===== src/rtl/xillybus_wrapper_mac_pipe.sv =====
// xillybus_wrapper_mac_pipe: pipelined multiply-accumulate with a valid/ready handshake.
// The operands, the accumulate/last flags and a valid bit travel together through NUM_STAGE
// multiply stages. One further accumulator stage either emits a plain product or sums the
// products of an accumulation run.
// Optional feature: define MAC_SATURATE_EN to clamp accumulator overflow and report it on
// acc_sat. Without it, sums wrap at ACC_WIDTH and acc_sat stays 0.
module xillybus_wrapper_mac_pipe #(
    parameter logic [31:0] ID          = 32'd1,
    parameter int          NUM_STAGE   = 2,
    parameter int          din0_WIDTH  = 15,
    parameter int          din1_WIDTH  = 15,
    parameter int          din0_SIGNED = 0,
    parameter int          din1_SIGNED = 1,
    parameter int          ACC_WIDTH   = 48
) (
    input  logic                  ap_clk,
    input  logic                  ap_rst_n,
    input  logic [din0_WIDTH-1:0] din0,
    input  logic [din1_WIDTH-1:0] din1,
    input  logic                  in_acc,
    input  logic                  in_last,
    input  logic                  in_valid,
    output logic                  in_ready,
    output logic [ACC_WIDTH-1:0]  dout,
    output logic                  out_valid,
    input  logic                  out_ready,
    output logic                  acc_sat
);

    localparam int PW = din0_WIDTH + din1_WIDTH + 2;
    localparam int LS = NUM_STAGE - 1;

    if (NUM_STAGE < 1 || NUM_STAGE > 4) begin : g_cfg_err
        $error("xillybus_wrapper_mac_pipe %0d: NUM_STAGE must be 1..4", ID);
    end

    logic                          en_s;
    logic signed [din0_WIDTH:0]    a_ext_s;
    logic signed [din1_WIDTH:0]    b_ext_s;
    logic signed [PW-1:0]          mul_s;

    logic signed [PW-1:0]          prod_q [NUM_STAGE];
    logic                          vld_q  [NUM_STAGE];
    logic                          accf_q [NUM_STAGE];
    logic                          last_q [NUM_STAGE];

    logic signed [ACC_WIDTH-1:0]   prod_ext_s;
    logic signed [ACC_WIDTH-1:0]   sum_s;
    logic                          clamp_s;

    logic signed [ACC_WIDTH-1:0]   acc_q, acc_d;
    logic signed [ACC_WIDTH-1:0]   dout_q, dout_d;
    logic                          out_valid_q, out_valid_d;
    logic                          acc_sat_q, acc_sat_d;
    logic                          sticky_q, sticky_d;

    // The whole pipeline advances only when the output register is free or being drained.
    assign en_s      = !out_valid_q || out_ready;
    assign in_ready  = en_s;
    assign dout      = dout_q;
    assign out_valid = out_valid_q;
    assign acc_sat   = acc_sat_q;

    // Extend each operand by one bit (sign or zero) and form the signed product.
    always_comb begin
        a_ext_s = {((din0_SIGNED != 0) ? din0[din0_WIDTH-1] : 1'b0), din0};
        b_ext_s = {((din1_SIGNED != 0) ? din1[din1_WIDTH-1] : 1'b0), din1};
        mul_s   = PW'(a_ext_s) * PW'(b_ext_s);
    end

    // Multiply pipeline: the product is captured in stage 0 and carried with its beat flags.
    always_ff @(posedge ap_clk or negedge ap_rst_n) begin
        if (!ap_rst_n) begin
            for (int s = 0; s < NUM_STAGE; s++) begin
                prod_q[s] <= '0;
                vld_q[s]  <= 1'b0;
                accf_q[s] <= 1'b0;
                last_q[s] <= 1'b0;
            end
        end else if (en_s) begin
            prod_q[0] <= mul_s;
            vld_q[0]  <= in_valid;
            accf_q[0] <= in_acc;
            last_q[0] <= in_last;
            for (int s = 1; s < NUM_STAGE; s++) begin
                prod_q[s] <= prod_q[s-1];
                vld_q[s]  <= vld_q[s-1];
                accf_q[s] <= accf_q[s-1];
                last_q[s] <= last_q[s-1];
            end
        end
    end

`ifdef MAC_SATURATE_EN
    localparam logic signed [ACC_WIDTH-1:0] ACC_MAX = {1'b0, {(ACC_WIDTH-1){1'b1}}};
    localparam logic signed [ACC_WIDTH-1:0] ACC_MIN = {1'b1, {(ACC_WIDTH-1){1'b0}}};
    logic signed [ACC_WIDTH:0] sum_wide_s;

    // Add one bit of headroom and clamp to the signed range when the top two bits disagree.
    always_comb begin
        prod_ext_s = ACC_WIDTH'(prod_q[LS]);
        sum_wide_s = (ACC_WIDTH+1)'(acc_q) + (ACC_WIDTH+1)'(prod_ext_s);
        if (sum_wide_s[ACC_WIDTH] != sum_wide_s[ACC_WIDTH-1]) begin
            clamp_s = 1'b1;
            sum_s   = sum_wide_s[ACC_WIDTH] ? ACC_MIN : ACC_MAX;
        end else begin
            clamp_s = 1'b0;
            sum_s   = sum_wide_s[ACC_WIDTH-1:0];
        end
    end
`else
    // Plain two's-complement sum that wraps at ACC_WIDTH; never reports a clamp.
    always_comb begin
        prod_ext_s = ACC_WIDTH'(prod_q[LS]);
        sum_s      = acc_q + prod_ext_s;
        clamp_s    = 1'b0;
    end
`endif

    // Accumulator stage next state: plain product, partial sum, or closing sum.
    always_comb begin
        acc_d       = acc_q;
        dout_d      = dout_q;
        out_valid_d = out_valid_q;
        acc_sat_d   = acc_sat_q;
        sticky_d    = sticky_q;
        if (vld_q[LS]) begin
            if (!accf_q[LS]) begin
                dout_d      = prod_ext_s;
                out_valid_d = 1'b1;
                acc_sat_d   = 1'b0;
            end else if (!last_q[LS]) begin
                acc_d       = sum_s;
                sticky_d    = sticky_q | clamp_s;
                out_valid_d = 1'b0;
            end else begin
                dout_d      = sum_s;
                out_valid_d = 1'b1;
                acc_d       = '0;
                acc_sat_d   = sticky_q | clamp_s;
                sticky_d    = 1'b0;
            end
        end else begin
            out_valid_d = 1'b0;
        end
    end

    // Accumulator and output registers, frozen while the downstream stalls.
    always_ff @(posedge ap_clk or negedge ap_rst_n) begin
        if (!ap_rst_n) begin
            acc_q       <= '0;
            dout_q      <= '0;
            out_valid_q <= 1'b0;
            acc_sat_q   <= 1'b0;
            sticky_q    <= 1'b0;
        end else if (en_s) begin
            acc_q       <= acc_d;
            dout_q      <= dout_d;
            out_valid_q <= out_valid_d;
            acc_sat_q   <= acc_sat_d;
            sticky_q    <= sticky_d;
        end
    end

endmodule


===== config.mk =====
export PLATFORM = sky130hd
export DESIGN_NAME = xillybus_wrapper_mac_pipe
export DESIGN_NICKNAME = d
export VERILOG_FILES = /design/src/rtl/xillybus_wrapper_mac_pipe.sv
export SDC_FILE = /design/constraint.sdc
export NUM_CORES = 1
export LEC_CHECK = 0
export BUFFER_PORTS_ARGS = -buffer_cell sky130_fd_sc_hd__buf_2
export CORE_ASPECT_RATIO = 1.1
export CORE_MARGIN = 3
export CORE_UTILIZATION = 34
export CTS_BUF_LIST = sky130_fd_sc_hd__clkbuf_16
export CTS_CLUSTER_DIAMETER = 60
export DETAILED_ROUTE_END_ITERATION = 10
export GPL_TIMING_DRIVEN = 0
export PLACE_DENSITY = 0.49
export SYNTH_ARGS = -nofsm -noshare
export SYNTH_HDL_FRONTEND = slang
export SYNTH_SLANG_ARGS = --single-unit

===== constraint.sdc =====
create_clock -name ap_clk -period 3.2 [get_ports ap_clk]
set_input_delay 0.64 -clock ap_clk [delete_from_list [all_inputs] [get_ports ap_clk]]
set_output_delay 0.64 -clock ap_clk [all_outputs]
set_load 0.005 [all_outputs]

==> run metrics <==
Post-synth EDFFs=0; num rows=84; Worst path top cell family by delay=adder cells; final net count=2394; dominant synthesized flop cell=dfrtp_1; Overflow after GRT=0; failing checks=negative setup slack; worst hold slack=0.134 ns; CTS tree=done; Placer Congestion=0.894; Finish-stage setup viols=25; Sink Count=165; drt first pass iters=5; Post-DRT Antenna Nets=0; vias per cell=4.93; initial antenna violation count=0; H-tree Lvls=4; Fmax=170 MHz; wire per inst=17.3 um; status=finished with violations; DR DRC count=0; cell mode on critical path=fa_1; Layout area overhead=24.6%; Slowest-stage cell, CP=fa_1; clk_skew=0.0118 ns; global-route wire length before repair=74000 um; final WL=46500 um; CP Depth=23; Mean Syn Cell Area=9.01 um2; unrepaired setup endpoints after global routing=yes; max-capacitance violation count=0; worst-case clock buffer depth=2; Synth Warn #=0; Num CTS Buffers=17; Final Cycle Share=183%; sequential-to-total area share from yosys stat=24.8%; Post-CTS Hold Buffers=0; CP startpoint kind=primary input; Hold/Removal Path Class=in -> async; Core Footprint=48100 um2; Mapped Cells=1849; number of distinct library cells after synthesis=69; Final WS setup=-2.67 ns; # diodes=0; Reg clk slew, reported paths=0.06 ns; Starting Density=34.6%; WP data required=3.52 ns; Mapped Area=16700 um2; post-route minimum period=5.87 ns; critical path arrival=6.18 ns; worst skew pair latency=0.45 ns; worst path cell trace=buf_12 > clkbuf_16 > buf_8 > and2_4 > fa_1 > inv_2 > fa_1 > inv_2 > fa_1 > fa_1 > fa_1 > inv_1 > fa_1 > inv_2 > ha_4 > a21o_1 > a31o_4 > a31oi_4 > o21ai_4 > o21a_1 > a221o_1 > xnor2_1 > a21oi_1; Max-slew headroom=37.3%; Async SR Flop Fraction=100%; Worst setup EP type=flip-flop; Reg2Reg Depth=12; Hold Fails Final Rpt=0; DIE WIDTH=217 um; Die ar.=51700 um2; post-synth top area share=24.8%; most instantiated library cell after synthesis=nand2_1; cell taking the most area after synthesis=dfrtp_1; Post-synth top cells=341 x nand2_1, 213 x inv_1, 169 x fa_1, 165 x dfrtp_1, 159 x ha_1; # IOs=87; layout cells sized above 1=19.2%; die height=238 um; worst setup path category=in -> reg; worst-path fanout max=6; Slew Viols, Final=0; Worst Tran Pin Value=0.940 ns; crit path buf inv count=7; hpwl dp=36600 um; Net Count, Synth=2213; top post-synthesis cells by area=dfrtp_1 25%, fa_1 20%, ha_1 12%; DR iter-0 viols=721; number of global-route vias before repair=13700; FF+latch count, synth=165; GRT Total Usage=18.0%; largest net degree at the start of global routing=93; vias=13300; PortBufs=85; Root Driver=clkbuf_16; max incr delay on CP=0.56 ns
final timing paths:
| kind | startpoint | end | slack [ns] |
|---|---|---|---|
| setup / recovery | din0[10] | prod_q[62] | -2.67 |
| hold / removal | ap_rst_n | dout[9] | 0.13 |
| setup reg to reg | prod_ext_s[0] | dout[34] | 0.03 |
| hold reg to reg | prod_q[32] | prod_q[32] | 0.47 |
| max in group asynchronous | ap_rst_n | prod_ext_s[30] | 2.15 |
| min in group ap_clk | in_valid | vld_q[1] | 0.40 |
through the flow:
step	area (um2)	utilization, %	setup slack [ns]	cells	TNS (ns)
floorplan	17000	-	-2.88	1849	-53.23
global placement	18300	38.0	-3.54	2579	-262.36
detailed placement	18300	38.0	-3.56	2580	-71.81
CTS	19800	41.2	-2.71	2643	-49.80
global route	20800	43.1	-2.83	2686	-54.70
finish	20800	43.1	-2.67	2686	-51.02
cells by family (layout without fill, tap and decap cells):
kind of cell	count (synthesis)	in the layout	share of synthesized area (%)
simple gates	596	596	16.1
xor+xnor	71	71	3.73
fa+ha+maj	328	328	32.2
compound gates	351	351	14.3
other cells	1	1	0.0225
mux	30	30	1.80
buf+inv	307	499	6.96
flops	165	165	24.8
routing by layer:
metal	wire (um)	GRT usage [%]
met3	1420	1.78
met4	985	5.12
met5	0	0
met2	22800	31.6
met1	21300	23.7
state kept, by name, summed over array words and instances, names as in the netlist:
| name | cells |
|---|---|
| prod_ext_s | 31 |
| dout | 48 |
| last_q | 2 |
| vld_q | 2 |
| acc_q | 48 |
| prod_q | 31 |
| out_valid | 1 |
| accf_q | 2 |
area by class of cell:
cell class                      instances  area (um2)
Clock buffer                           17         425
Multi-Input combinational cell       1377       12300
Fill cell                            4843       27400
Inverter                              214         808
Sequential cell                       165        4130
Buffer                                 90         820
Timing Repair Buffer                  165        1310
Tap cell                              645         807
Clock inverter                         13         191
repair_timing:
action,in CTS,in global routing
endpoints found under the setup margin,48,75
setup buffers,33,46
pin swaps,56,85
resized for setup,136,152
cells in the final DEF, fill, tap and decap left out, types with 44 or more instances in the layout:
master,Yosys,routed
o21ai_0,77,56
a21oi_1,92,79
inv_1,213,196
nand2_1,341,326
ha_1,159,122
dfrtp_1,165,164
and2_1,98,84
buf_4,1,70
a22o_1,44,44
nor2_1,65,61
buf_2,3,60
a21o_1,45,44
fa_1,169,166
clkbuf_1,82,52
Power is left out: the tool's default activity adds up to more than one toggle a clock period on the data nets, which glitch-free logic cannot reach.
